==> src/rtl/ir_line_sensor_if.sv <==
// Signal bundle between the IR line sensor and its neighbours.
// The ADC side drives the channel values, and the motion side reads the decoded line state.
interface ir_line_sensor_if;
  logic [11:0] ir1;
  logic [11:0] ir2;
  logic [11:0] ir3;
  logic [2:0]  sensor_on;
  logic [2:0]  line_pos;
  logic        lost;
  logic        pos_valid;

  modport master (
    output ir1, ir2, ir3,
    input  sensor_on, line_pos, lost, pos_valid
  );

  modport slave (
    input  ir1, ir2, ir3,
    output sensor_on, line_pos, lost, pos_valid
  );
endinterface

==> src/rtl/ir_line_sensor.sv <==
// Three-channel IR line sensor: tick sampling, block average, hysteresis and debounce,
// followed by line-position encoding with a one-cycle update strobe.
module ir_line_sensor #(
  parameter int unsigned CLK_DIV  = 50000,
  parameter int unsigned AVG_LOG2 = 2,
  parameter logic [11:0] TH_HI    = 12'd2300,
  parameter logic [11:0] TH_LO    = 12'd1800,
  parameter int unsigned DEBOUNCE = 3
) (
  input  logic clk_50,
  input  logic rst,
  ir_line_sensor_if.slave bus
);

  localparam int unsigned TICK_W = (CLK_DIV > 1) ? $clog2(CLK_DIV) : 1;
  localparam int unsigned ACC_W  = 12 + AVG_LOG2;
  localparam int unsigned SCNT_W = AVG_LOG2 + 1;
  localparam int unsigned NSAMP  = 1 << AVG_LOG2;
  localparam int unsigned DEB_W  = $clog2(DEBOUNCE + 1);

  logic [TICK_W-1:0] tick_cnt_r;
  logic              tick_s;
  logic              s1_v_r;
  logic              blk_done_r;
  logic [11:0]       sample_r   [3];
  logic [ACC_W-1:0]  acc_r      [3];
  logic [SCNT_W-1:0] scnt_r;
  logic [2:0]        raw_on_r;
  logic [DEB_W-1:0]  deb_r      [3];
  logic [2:0]        sensor_on_r;
  logic [2:0]        line_pos_r;
  logic              lost_r;
  logic              pos_valid_r;

  logic [11:0]       avg_s      [3];
  logic [2:0]        raw_nxt_s;
  logic [2:0]        on_nxt_s;
  logic [DEB_W-1:0]  deb_nxt_s  [3];

  function automatic logic [2:0] enc_pos(input logic [2:0] on);
    logic [2:0] pos;
    case (on)
      3'b010:  pos = 3'b000;
      3'b011:  pos = 3'b001;
      3'b001:  pos = 3'b010;
      3'b110:  pos = 3'b101;
      3'b100:  pos = 3'b110;
      3'b111:  pos = 3'b011;
      3'b101:  pos = 3'b100;
      3'b000:  pos = 3'b111;
      default: pos = 3'b111;
    endcase
    return pos;
  endfunction

  assign tick_s = (tick_cnt_r == TICK_W'(CLK_DIV - 1));

  // Block average, hysteresis and debounce decision for the block just completed
  always_comb begin
    raw_nxt_s = raw_on_r;
    on_nxt_s  = sensor_on_r;
    for (int i = 0; i < 3; i++) begin
      avg_s[i]     = acc_r[i][AVG_LOG2 +: 12];
      deb_nxt_s[i] = deb_r[i];
      if (avg_s[i] > TH_HI) begin
        raw_nxt_s[i] = 1'b1;
      end else if (avg_s[i] < TH_LO) begin
        raw_nxt_s[i] = 1'b0;
      end else begin
        raw_nxt_s[i] = raw_on_r[i];
      end
      if (raw_nxt_s[i] != sensor_on_r[i]) begin
        if (deb_r[i] == DEB_W'(DEBOUNCE - 1)) begin
          on_nxt_s[i]  = ~sensor_on_r[i];
          deb_nxt_s[i] = {DEB_W{1'b0}};
        end else begin
          on_nxt_s[i]  = sensor_on_r[i];
          deb_nxt_s[i] = deb_r[i] + DEB_W'(1);
        end
      end else begin
        on_nxt_s[i]  = sensor_on_r[i];
        deb_nxt_s[i] = {DEB_W{1'b0}};
      end
    end
  end

  // Tick counter, sample capture, accumulation and registered outputs
  always_ff @(posedge clk_50 or posedge rst) begin
    if (rst) begin
      tick_cnt_r  <= {TICK_W{1'b0}};
      s1_v_r      <= 1'b0;
      blk_done_r  <= 1'b0;
      scnt_r      <= {SCNT_W{1'b0}};
      raw_on_r    <= 3'b000;
      sensor_on_r <= 3'b000;
      line_pos_r  <= 3'b111;
      lost_r      <= 1'b1;
      pos_valid_r <= 1'b0;
      for (int i = 0; i < 3; i++) begin
        sample_r[i] <= 12'd0;
        acc_r[i]    <= {ACC_W{1'b0}};
        deb_r[i]    <= {DEB_W{1'b0}};
      end
    end else begin
      tick_cnt_r  <= tick_s ? {TICK_W{1'b0}} : tick_cnt_r + TICK_W'(1);
      s1_v_r      <= tick_s;
      blk_done_r  <= 1'b0;
      pos_valid_r <= blk_done_r;
      if (tick_s) begin
        sample_r[0] <= bus.ir1;
        sample_r[1] <= bus.ir2;
        sample_r[2] <= bus.ir3;
      end
      // The sample period is at least four cycles, so clearing and accumulating never coincide
      if (blk_done_r) begin
        scnt_r <= {SCNT_W{1'b0}};
        for (int i = 0; i < 3; i++) begin
          acc_r[i] <= {ACC_W{1'b0}};
        end
      end else if (s1_v_r) begin
        scnt_r     <= scnt_r + SCNT_W'(1);
        blk_done_r <= (scnt_r == SCNT_W'(NSAMP - 1));
        for (int i = 0; i < 3; i++) begin
          acc_r[i] <= acc_r[i] + ACC_W'(sample_r[i]);
        end
      end
      if (blk_done_r) begin
        raw_on_r    <= raw_nxt_s;
        sensor_on_r <= on_nxt_s;
        line_pos_r  <= enc_pos(on_nxt_s);
        lost_r      <= (on_nxt_s == 3'b000);
        for (int i = 0; i < 3; i++) begin
          deb_r[i] <= deb_nxt_s[i];
        end
      end
    end
  end

  assign bus.sensor_on = sensor_on_r;
  assign bus.line_pos  = line_pos_r;
  assign bus.lost      = lost_r;
  assign bus.pos_valid = pos_valid_r;

endmodule

==> src/flat_wrapper.sv <==
// flat-port wrapper written by rule: the top's interface ports become plain ports
module ir_line_sensor_flat 
#(
  parameter int unsigned CLK_DIV  = 50000,
  parameter int unsigned AVG_LOG2 = 2,
  parameter logic [11:0] TH_HI    = 12'd2300,
  parameter logic [11:0] TH_LO    = 12'd1800,
  parameter int unsigned DEBOUNCE = 3
)
  (clk_50, rst, bus_ir1, bus_ir2, bus_ir3, bus_sensor_on, bus_line_pos, bus_lost, bus_pos_valid);
  ir_line_sensor_if bus_i ();
  input  logic clk_50;
  input  logic rst;
  input wire logic [$bits(bus_i.ir1)-1:0] bus_ir1;
  input wire logic [$bits(bus_i.ir2)-1:0] bus_ir2;
  input wire logic [$bits(bus_i.ir3)-1:0] bus_ir3;
  output wire logic [$bits(bus_i.sensor_on)-1:0] bus_sensor_on;
  output wire logic [$bits(bus_i.line_pos)-1:0] bus_line_pos;
  output wire logic [$bits(bus_i.lost)-1:0] bus_lost;
  output wire logic [$bits(bus_i.pos_valid)-1:0] bus_pos_valid;
  assign bus_i.ir1 = bus_ir1;
  assign bus_i.ir2 = bus_ir2;
  assign bus_i.ir3 = bus_ir3;
  assign bus_sensor_on = bus_i.sensor_on;
  assign bus_line_pos = bus_i.line_pos;
  assign bus_lost = bus_i.lost;
  assign bus_pos_valid = bus_i.pos_valid;
  ir_line_sensor #(.CLK_DIV(CLK_DIV), .AVG_LOG2(AVG_LOG2), .TH_HI(TH_HI), .TH_LO(TH_LO), .DEBOUNCE(DEBOUNCE)) u_core (.clk_50(clk_50), .rst(rst), .bus(bus_i));
endmodule
==> config.mk <==
export PLATFORM = sky130hd
export DESIGN_NAME = ir_line_sensor_flat
export DESIGN_NICKNAME = d
export VERILOG_FILES = /design/src/rtl/ir_line_sensor_if.sv /design/src/rtl/ir_line_sensor.sv /design/src/flat_wrapper.sv
export SDC_FILE = /design/constraint.sdc
export NUM_CORES = 1
export LEC_CHECK = 0
export BUFFER_PORTS_ARGS = -buffer_cell sky130_fd_sc_hd__clkbuf_2
export CORE_MARGIN = 2
export CORE_UTILIZATION = 60
export CTS_CLUSTER_DIAMETER = 120
export DETAILED_ROUTE_END_ITERATION = 7
export MAX_ROUTING_LAYER = met4
export PLACE_DENSITY = 0.79
export SLEW_MARGIN = 10
export SYNTH_ARGS = -nofsm -noshare
export SYNTH_HDL_FRONTEND = slang
export SYNTH_SLANG_ARGS = --single-unit
==> constraint.sdc <==
create_clock -name clk_50 -period 5.8 [get_ports clk_50]
set_input_delay 1.16 -clock clk_50 [delete_from_list [all_inputs] [get_ports clk_50]]
set_output_delay 1.16 -clock clk_50 [all_outputs]
set_load 0.03 [all_outputs]
# Word-level counts from Yosys, hierarchy flattened
# Memories as Yosys holds them, arrays and structs flattened. A register that Yosys moved wholly into a read port is not among the register bits.
# Cells that the tools add are included.
# classes
muxes,25
n_addsub,8
n_bitwise,3
n_eq_ne,8
reduce_logical,2
magnitude_cmp,6
# op_table
cell,count
42-bit two-way mux,2
14-bit by 12-bit adder with 14-bit output,3
12-bit greater-than comparator (second input constant),3
12-bit by 11-bit less-than comparator with 1-bit output (second input constant),3
16-bit by 1-bit adder with 16-bit output (second input constant),1
16-bit equality test (second input constant),1
16-bit two-way mux,1
1-bit two-way mux,14
2-bit two-way mux,6
2-bit by 1-bit adder with 2-bit output (second input constant),3
2-bit equality test (second input constant),3
3-bit two-way mux,2
3-bit by 1-bit adder with 3-bit output (second input constant),1
3-bit by 2-bit equality test with 1-bit output (second input constant),1
3-bit logical NOT,1
1-bit inequality test,3
1-bit inverter,3
2-bit nonzero test,1
# totals
register_bits,113
n_memories,1
in_bits,38
output_inout_bits,8
romBits,24
# mem_list
memory,words,word_bits,rd,rd_ports_with_merged_regs,wr,line,source
(no name shown),8,3,1,1,0,ir_line_sensor.sv:42,case (on)

# Longest topological paths before layout
# Gate-level depths: netlist (run 1).
# logic_depth
word_depth,6
mapped_depth,9
ltp_nobuf,9

# Worst setup path after synthesis (run 1)
# No wires, ideal clock.
# synth_path
path_kind,register to register
startpoint,register u_core.acc_r[14] (netlist name)
endpoint,register u_core.acc_r[26] (netlist name)
t_arrival_ps,2284
path_stages_with_launch,9
path_buffers,0
synth_period_minus_slack_ps,2411
slack_ps,3389
cell_sequence,dfrtp_1 > ha_1 > fa_1 > a211o_1 > a21o_1 > a211o_1 > a21oi_1 > nor4_1 > mux2_1
# synth_via
elab_chain_cells,3
# synth_rtl
element,line,source
from (decl),ir_line_sensor.sv:26,logic [ACC_W-1:0] acc_r [3];
"from (signal, indexed assignment)",ir_line_sensor.sv:101,acc_r[i] <= {ACC_W{1'b0}};
"from (signal, indexed assignment)",ir_line_sensor.sv:118,acc_r[i] <= {ACC_W{1'b0}};
"from (signal, indexed assignment)",ir_line_sensor.sv:124,acc_r[i] <= acc_r[i] + ACC_W'(sample_r[i]);
14-bit by 12-bit adder with 14-bit output,ir_line_sensor.sv:124,
42-bit two-way mux,ir_line_sensor.sv:120,end else if (s1_v_r) begin
42-bit two-way mux,ir_line_sensor.sv:115,if (blk_done_r) begin
# No other way between the ends. The select of a mux whose other input is x is not followed.
# A chain may end at the register's enable or synchronous reset.

# Worst setup path after layout (run 1)
# Same ends and word-level chain as after synthesis.

==> results.ini, run 1 <==
[final_layout]
finalNetCount=833
final_cells=903
utilization_pct=69.4
final_layout_size_suffix_gt1_share_pct=13.0
layout_common_cells=nand2_1, dfrtp_1, nor2_1, clkbuf_2, ha_1
final_area_um2=7530
multi_input_area_um2=3490
nFillCells=860
syn2layout_area_growth_pct=13.1
final_common_cell=nand2_1
antenna_cells=0
register_area_um2=2910

[route]
wl_per_cell_um=16.1
drt_iter0_markers=377
vias_per_cell=6.03
vias=5445
antenna_left=0
drc=0
wl_mm=14.5
dr.pass1.iters=5

[clocking]
cts_root_buffer=clkbuf_8
cts_sinks=116
insertion_delay_ps=540
cts_buffer_depth=2
cts_inserted_buffers=17
cts_tree=built
post_cts_buffers=0
htree_levels=4
cts_hold_buffers=0
path_clk_slew_ps=60
cts-resized-gates=0

[die]
die_area_um2=12000
die_x_um=109
ioPinCount=46
coreArea_um2=10800
die_y_um=109
rows=38
start_util_pct=61.4

[synth]
ys_ff_latch=116
ys.flop_type=dfrtp_1
syn-num-nets=791
ys_seq_area_share_pct=43.7
syn_area_per_cell_um2=9.39
synth_edf_count=0
yosys.area.top_type_share_pct=42.1
synthCells=709
syn_area_um2=6660
yosysWarnings=0
synthTopCellsByArea=dfrtp_1, nand2_1, ha_1
synth_async_sr_flop_share_pct=100
synthDistinctLibCells=62
yosys.area.top_type=dfrtp_1

[worst_setup_path]
required_ps=6220
critPathMaxFanout=3
crit_buf_inv=0
cp.arrival_ps=2980
cp-start-kind=flop
cp_slowest_cell=fa_1
path_delay_family=compound AO/OA/AOI/OAI gates
r2r-start=u_core.acc_r[14]
r2r-end=u_core.acc_r[26]
crit_chain=ha_1 -> fa_1 -> a211o_1 -> a21o_1 -> a211o_1 -> a21oi_1 -> nor4_1 -> mux2_1
critical_path.endpoint_type=flop
r2r_slack_ps=3240
crit_top_cell=a211o_1
ff2ff_path_depth=8
critical_path_class=flop to flop
cp_slowest_stage_delay_ps=430

[timing]
period_needed_ps=2560
slew_viol_final=0
hold_viol=0
clock.fmax_mhz=390
finalSetupTns_ps=0
min_period_over_period_pct=44.2
setup-violations-final=0
relSlewSlack_pct=36.5
rsz0062_at_grt=false
hold-worst-slack_ps=473
worst_slack_ps=3240
tightestPinTransition_ps=953
fin_skew_ps=8.12

[hold_path]
worstHoldStart=u_core.tick_cnt_r[0]
worstHoldEndpoint=u_core.tick_cnt_r[0]
hold_class=flop to flop
whs_path_depth=1

[global_route]
grt_max_degree=79
track_usage_pct=27.2
grt_pass1_wl_mm=24.6
grt-ovfl-total=0
grt_antenna_before_repair=0
grt_pass1_vias=5402

[place]
place_hpwl_mm=9.47
portBuffers=45
dp_cells=872
dp_slack_ps=3220
placedInstanceArea_um2=6910
finalWeightedCongestion=0.868

[pwr]
comb_power_share_pct=1.4
p_switching_uw=383
p_leak_nw=3.61
internal-power_mw=1.56
p_per_area_nw_per_um2=258
vdd_drop_max_uv=293
seqPwrFrac_pct=41.7
power_mw=1.94
switching_share_pct=19.7
clkPwrFrac_pct=56.8

[run_status]
status=finished, final reports clean

[job]
max_cap_viol_count=0

[per-layer routing]
layer / global-route usage [%] / vias to the layer above / wire [um]
li1: - / 2616 / -
met1: 33.9 / 2654 / 6330
met2: 43.6 / 156 / 7220
met3: 7.11 / 19 / 809
met4: 8.41 / 0 / 161
met5: - / - / 0
[layout make-up]
| cell class | count | share of cell area, % |
|---|---|---|
| Inverter | 21 | 1.08 |
| Clock buffer | 22 | 6.28 |
| Timing Repair Buffer | 48 | 3.29 |
| Multi-Input combinational cell | 547 | 46.4 |
| Sequential cell | 116 | 38.7 |
| Clock inverter | 9 | 1.99 |
| Tap cell | 140 | 2.33 |
[worst reg2reg max path, delay by kind of cell (launching register included)]
family / cells / cell delay [ps]
mux: 1 / 310
compound gates: 4 / 990
simple gates: 1 / 70
flops: 1 / 380
fa+ha+maj: 2 / 670
[kinds of logic after synthesis]
logic type	after synthesis	share of synthesized area (%)
muxes	29	4.47
DFF	116	43.7
buffers and inverters	46	3.89
AOI/OAI and AO/OA	146	14.8
and+or+nand+nor	298	20.6
adders and majority gates	44	8.61
xor gates and xnor gates	30	3.95
[cell usage after synthesis (4+ instances only)]
cell	n
and3_1	9
inv_1	21
a21o_1	13
buf_12	5
dfrtp_1	112
xor2_1	12
a21oi_1	38
buf_2	4
mux2i_1	23
xnor2_1	18
buf_1	7
nand4_1	9
clkbuf_1	9
dfstp_2	4
a211o_1	4
or3_1	7
nor4_1	8
o21ai_0	27
nor2_1	58
nand2_1	145
nor3_1	10
o21a_1	6
nand3_1	22
ha_1	41
o211ai_1	6
mux2_2	5
a211oi_1	15
nor2b_1	7
[registers in the layout (all words and copies together), names as in the netlist]
name                  flops
u_core.acc_r             42
u_core.sample_r          36
u_core.tick_cnt_r        16
u_core.deb_r              6
u_core.bus.line_pos       3
u_core.bus.sensor_on      3
u_core.raw_on_r           3
u_core.scnt_r             3
u_core.blk_done_r         1
u_core.bus.lost           1
u_core.bus.pos_valid      1
u_core.s1_v_r             1
[power groups by stage]
stage | Clock, mW | Combinational, mW | Sequential [mW]
2_1_floorplan | 0 | 0.0120 | 0.824
3_3_place_gp | 0 | 0.0284 | 0.824
3_5_place_dp | 0 | 0.0294 | 0.824
4_1_cts | 1.11 | 0.0296 | 0.810
5_1_grt | 1.15 | 0.0331 | 0.810
6_report | 1.10 | 0.0281 | 0.810
[how the worst max path moves through the flow]
| stage | start | to | slack [ps] | cells after the start |
|---|---|---|---|---|
| CTS | u_core.acc_r[14] | u_core.acc_r[26] | 3250 | 8 |
| global route | u_core.acc_r[0] | u_core.acc_r[8] | 3070 | 8 |
| floorplan | rst | u_core.acc_r[0] | 1570 | 1 |
| detailed placement | rst | u_core.s1_v_r | 3220 | 3 |
| global placement | u_core.acc_r[14] | u_core.acc_r[26] | 3280 | 8 |
| finish | u_core.acc_r[14] | u_core.acc_r[26] | 3240 | 8 |
No activity file was read; power rests on OpenSTA's default activity.
==> inputs of run 2 (changes only) <==
==> constraint.sdc (replaced) <==
create_clock -name clk_50 -period 2.5 [get_ports clk_50]
set_input_delay 0.5 -clock clk_50 [delete_from_list [all_inputs] [get_ports clk_50]]
set_output_delay 0.5 -clock clk_50 [all_outputs]
set_load 0.03 [all_outputs]
==> results.ini, run 2 (synthesis results as in run 1) <==
[worst_setup_path]
r2r-start=u_core.acc_r[14]
r2r_slack_ps=100  ; -3130 ps
cp-start-kind=flop
cp.arrival_ps=2810  ; -170 ps
critPathMaxFanout=3  ; unchanged
cp_slowest_cell=dfrtp_1
crit_chain=ha_2 -> fa_2 -> a211o_1 -> a21o_1 -> a211o_1 -> a21oi_1 -> nor4_1 -> mux2_1
r2r-end=u_core.acc_r[26]
cp_slowest_stage_delay_ps=380  ; -50 ps
required_ps=2920  ; -3300 ps
crit_end=u_core.acc_r[26]
critical_path.endpoint_type=flop
ff2ff_path_depth=8  ; unchanged
crit_start=u_core.acc_r[14]
critical_path_class=flop to flop
crit_top_cell=a211o_1

[route]
wl_mm=14.3  ; -1.5%
dr.pass1.iters=5  ; unchanged
wl_per_cell_um=15.7  ; -2.3%
drt_iter0_markers=331  ; -12%
drc=0  ; unchanged
vias_per_cell=5.98  ; -0.82%
antenna_left=0  ; unchanged
vias=5442  ; -0.055%

[final_layout]
largest_reg_flops=42  ; unchanged
regMostFlops=u_core.acc_r
nFillCells=843  ; -2.0%
final_cells=910  ; +0.78%
syn2layout_area_growth_pct=13.9
antenna_cells=0  ; unchanged
final_layout_size_suffix_gt1_share_pct=14.3  ; +1.3 points
finalNetCount=841  ; +0.96%
layout_common_cells=nand2_1, dfrtp_1, nor2_1, clkbuf_2, ha_1
final_area_um2=7580  ; +0.68%
utilization_pct=69.9  ; +0.47 points
final_common_cell=nand2_1
reg_top3=u_core.acc_r x42, u_core.sample_r x36, u_core.tick_cnt_r x16

[clocking]
cts_root_buffer=clkbuf_8
insertion_delay_ps=540  ; about the same
cts_tree=built
cts_buffer_depth=2  ; unchanged
cts_hold_buffers=0  ; unchanged
post_cts_buffers=0  ; unchanged
htree_levels=4  ; unchanged
path_clk_slew_ps=60  ; about the same
cts_inserted_buffers=17  ; unchanged
cts_sinks=116  ; unchanged

[timing]
min_period_over_period_pct=95.8  ; +52 points
period_needed_ps=2400  ; -168 ps
setup-violations-final=0  ; unchanged
hold_viol=0  ; unchanged
fin_skew_ps=6.66  ; -1.46 ps
clock.fmax_mhz=417  ; +7.0%
tightestPinTransition_ps=764  ; -189 ps
rsz0062_at_grt=false
finalSetupTns_ps=0  ; unchanged
worst_slack_ps=105  ; -3130 ps
slew_viol_final=0  ; unchanged
relSlewSlack_pct=49.0  ; +13 points

[global_route]
track_usage_pct=27.1  ; -0.089 points
grt_util_met1_pct=32.4  ; -1.4 points
grt_pass1_wl_mm=24.5  ; -0.42%
grt_pass1_vias=5409  ; +0.13%
grt_antenna_before_repair=0  ; unchanged
use_met3_pct=6.88  ; -0.24 points
grt_max_degree=117  ; +48%
grt_util_met2_pct=44.3  ; +0.71 points
grt-ovfl-total=0  ; unchanged
busiest_layer=met2

[place]
finalWeightedCongestion=0.929  ; +7.0%
placedInstanceArea_um2=6990  ; +1.3%
dp_slack_ps=-15.5  ; -3240 ps
dp_cells=880  ; +0.92%
portBuffers=45  ; unchanged
place_hpwl_mm=9.93  ; +4.9%

[pwr]
p_per_area_nw_per_um2=562  ; +120%
internal-power_mw=3.42  ; +120%
clkPwrFrac_pct=54.3  ; -2.5 points
comb_power_share_pct=1.6  ; +0.2 points
switching_share_pct=19.7  ; about the same
vdd_drop_max_uv=430  ; +46%
p_leak_nw=3.63  ; +0.71%
p_switching_uw=840  ; +120%
seqPwrFrac_pct=44.2  ; +2.5 points

[die]
rows=38  ; unchanged
die_x_um=109  ; unchanged
coreArea_um2=10800  ; unchanged
die_area_um2=12000  ; unchanged
die_y_um=109  ; unchanged
start_util_pct=61.4  ; unchanged
ioPinCount=46  ; unchanged

[run_status]
status=finished, final reports clean

[job]
max_cap_viol_count=0  ; unchanged

[hold_path]
hold_class=input pin to async pin

## run 2: changes by cell type in the layout (fill, tap and decap cells not counted), sizes merged
cell / change
buf: +8
clkbuf: +5
bufinv: -3
clkinv: -1
clkinvlp: -1
inv: -1
## run 2: routing by layer
| metal | part of all wire (%) | up-vias | wire length, um |
|---|---|---|---|
| li1 | - | 2622 | - |
| met1 | 44 | 2637 | 6300 |
| met2 | 49 | 159 | 7070 |
| met3 | 5.0 | 24 | 722 |
| met4 | 1.4 | 0 | 206 |
| met5 | 0 | - | 0 |
## run 2: worst min path at each step
stage,startpoint,endpoint,slack [ps]
3_5_place_dp,u_core.sample_r[33],u_core.sample_r[33],470
2_1_floorplan,u_core.blk_done_r,u_core.bus.pos_valid,350
3_3_place_gp,u_core.tick_cnt_r[0],u_core.tick_cnt_r[0],450
4_1_cts,bus_ir3[4],u_core.sample_r[4],130
5_1_grt,bus_ir1[8],u_core.sample_r[32],160
6_report,rst,u_core.tick_cnt_r[11],110
## run 2: final cells by class
class                   instances  area (um2)  share of cell area, %
well taps                     140         175                   2.31
repair buffers                 56         333                   4.39
inverters                      21        82.6                   1.09
flip-flops and latches        116        2910                   38.4
multi-input cells             547        3510                   46.3
clock buffers                  27         532                   7.02
clock inverters                 3        40.0                  0.528
## run 2: power groups by stage
stage | clock network, mW | logic, mW | registers, mW
6_report | 2.31 | 0.0668 | 1.88
5_1_grt | 2.44 | 0.0778 | 1.88
3_3_place_gp | 0 | 0.0683 | 1.91
4_1_cts | 2.36 | 0.0698 | 1.88
3_5_place_dp | 0 | 0.0697 | 1.91
2_1_floorplan | 0 | 0.0282 | 1.91
## run 2: critical path, delay by kind of cell (launching register included)
kind / cells / cell delay [ps]
and+or+nand+nor: 1 / 70
muxes: 1 / 330
adders and majority gates: 2 / 550
AOI/OAI and AO/OA: 4 / 940
DFF: 1 / 380
## run 2: what timing repair did
action                     CTS  global route
setup endpoints to repair    1             4
resized for setup            1             4
cloned                       0             0
pin swaps                    0             1
## run 2: per-stage QoR
stage,hold WS (ps),total power [mW]
2_1_floorplan,352,1.94
3_3_place_gp,445,1.98
3_5_place_dp,465,1.98
4_1_cts,129,4.31
5_1_grt,156,4.39
6_report,111,4.26
==> inputs of run 3 (changes only) <==
--- a/config.mk
+++ b/config.mk
@@ -6,12 +6,11 @@
 export NUM_CORES = 1
 export LEC_CHECK = 0
 export BUFFER_PORTS_ARGS = -buffer_cell sky130_fd_sc_hd__clkbuf_2
-export CORE_MARGIN = 2
-export CORE_UTILIZATION = 60
+export CORE_UTILIZATION = 50
 export CTS_CLUSTER_DIAMETER = 120
 export DETAILED_ROUTE_END_ITERATION = 7
 export MAX_ROUTING_LAYER = met4
-export PLACE_DENSITY = 0.79
+export PLACE_DENSITY = 0.68
 export SLEW_MARGIN = 10
 export SYNTH_ARGS = -nofsm -noshare
 export SYNTH_HDL_FRONTEND = slang
==> results.ini, run 3 (synthesis results as in run 1) <==
[final_layout]
reg_top3=u_core.acc_r x42, u_core.sample_r x36, u_core.tick_cnt_r x16
syn2layout_area_growth_pct=15.4
final_layout_size_suffix_gt1_share_pct=14.2  ; -0.037 points
final_common_cell=nand2_1
layout_common_cells=nand2_1, dfrtp_1, nor2_1, clkbuf_2, ha_1
utilization_pct=59.9  ; -10 points
antenna_cells=0  ; unchanged
finalNetCount=841  ; unchanged
regMostFlops=u_core.acc_r
final_cells=944  ; +3.7%
largest_reg_flops=42  ; unchanged

[hold_path]
hold_class=input pin to async pin

[timing]
tightestPinTransition_ps=807  ; +42.9 ps
setup-violations-final=0  ; unchanged
hold_viol=0  ; unchanged
finalSetupTns_ps=0  ; unchanged
clock.fmax_mhz=415  ; -0.64%
period_needed_ps=2410  ; +15.3 ps
relSlewSlack_pct=46.2  ; -2.9 points
min_period_over_period_pct=96.4  ; +0.61 points
fin_skew_ps=8.07  ; +1.41 ps
slew_viol_final=0  ; unchanged

[route]
wl_per_cell_um=14.7  ; -6.7%
vias=5310  ; -2.4%
drc=0  ; unchanged
vias_per_cell=5.63  ; -5.9%
drt_iter0_markers=263  ; -21%
wl_mm=13.8  ; -3.3%
antenna_left=0  ; unchanged
dr.pass1.iters=5  ; unchanged

[worst_setup_path]
r2r-end=u_core.acc_r[26]
cp-start-kind=flop
critPathMaxFanout=3  ; unchanged
ff2ff_path_depth=8  ; unchanged
critical_path_class=flop to flop
r2r_slack_ps=90  ; -20 ps
required_ps=2800  ; -120 ps
r2r-start=u_core.acc_r[14]
critical_path.endpoint_type=flop
cp.arrival_ps=2710  ; -100 ps

[global_route]
track_usage_pct=22.2  ; -4.9 points
grt_max_degree=117  ; unchanged
grt_pass1_wl_mm=24.1  ; -1.7%
grt-ovfl-total=0  ; unchanged
grt_pass1_vias=5252  ; -2.9%
grt_antenna_before_repair=0  ; unchanged

[clocking]
path_clk_slew_ps=50  ; about the same
cts_tree=built
cts_root_buffer=clkbuf_16
htree_levels=4  ; unchanged
cts_hold_buffers=0  ; unchanged
cts_buffer_depth=2  ; unchanged
cts_inserted_buffers=17  ; unchanged
insertion_delay_ps=420  ; -120 ps
post_cts_buffers=0  ; unchanged
cts_sinks=116  ; unchanged
cts-resized-gates=0  ; -1

[place]
portBuffers=45  ; unchanged
place_hpwl_mm=9.43  ; -5.1%
finalWeightedCongestion=0.888  ; -4.3%
dp_cells=912  ; +3.6%

[pwr]
p_leak_nw=3.66  ; +0.65%
vdd_drop_max_uv=456  ; +6.2%
p_per_area_nw_per_um2=573  ; +2.0%

[die]
start_util_pct=51.9  ; -9.5 points
rows=41  ; +7.9%
ioPinCount=46  ; unchanged
die_x_um=117  ; +7.4%
die_area_um2=13800  ; +15%
coreArea_um2=12800  ; +18%
die_y_um=117  ; +7.4%

[job]
max_cap_viol_count=0  ; unchanged

[run_status]
status=finished, final reports clean

-- run 3: critical path, cell delays in order, from the launching register on --
cell     delay, ps
dfrtp_1        380
ha_2           210
fa_2           340
a211o_1        310
a21o_1         170
a211o_1        340
a21oi_2        150
nor4_1          70
mux2_1         310
-- run 3: area by class of cell --
| cell class | count | area (um2) |
|---|---|---|
| Fill cell | 1111 | 5140 |
| Multi-Input combinational cell | 547 | 3510 |
| Sequential cell | 116 | 2910 |
| Clock buffer | 29 | 541 |
| Timing Repair Buffer | 56 | 358 |
| Tap cell | 172 | 215 |
| Inverter | 21 | 82.6 |
| Clock inverter | 3 | 65.1 |
-- run 3: worst max path at each step --
stage	from	to	slack, ps	depth (start not counted)
2_1_floorplan	u_core.acc_r[14]	u_core.acc_r[26]	90	8
3_3_place_gp	u_core.acc_r[14]	u_core.acc_r[26]	60	8
3_5_place_dp	u_core.acc_r[0]	u_core.acc_r[8]	40	8
4_1_cts	u_core.acc_r[0]	u_core.acc_r[8]	30	8
5_1_grt	u_core.acc_r[14]	u_core.acc_r[24]	-1	9
6_report	u_core.acc_r[14]	u_core.acc_r[26]	90	8
-- run 3: power breakdown --
part,leakage [nW],internal (mW),total (mW),switching (mW)
registers,1.40,1.88,1.88,0
clock network,0.298,1.65,2.46,0.808
logic,1.96,0.0242,0.0666,0.0424
total,3.66,3.56,4.41,0.850
-- run 3: through the flow --
| step | hold slack, ps | instance area, um2 | worst slack (ps) | power, mW |
|---|---|---|---|---|
| 2_1_floorplan | 352 | 6660 | 88.7 | 1.94 |
| 3_3_place_gp | 443 | 7060 | 59.8 | 1.98 |
| 3_5_place_dp | 454 | 7060 | 35.2 | 1.98 |
| 4_1_cts | 257 | 7660 | 25.8 | 4.46 |
| 5_1_grt | 266 | 7680 | -1.38 | 4.58 |
| 6_report | 246 | 7680 | 89.4 | 4.41 |
-- run 3: layer usage --
metal / up-vias / GRT usage, % / wire [um]
met2: 115 / 34.6 / 6470
met5: - / - / 0
met1: 2548 / 28.0 / 6660
met3: 12 / 5.11 / 557
met4: 0 / 8.60 / 142
li1: 2635 / - / -
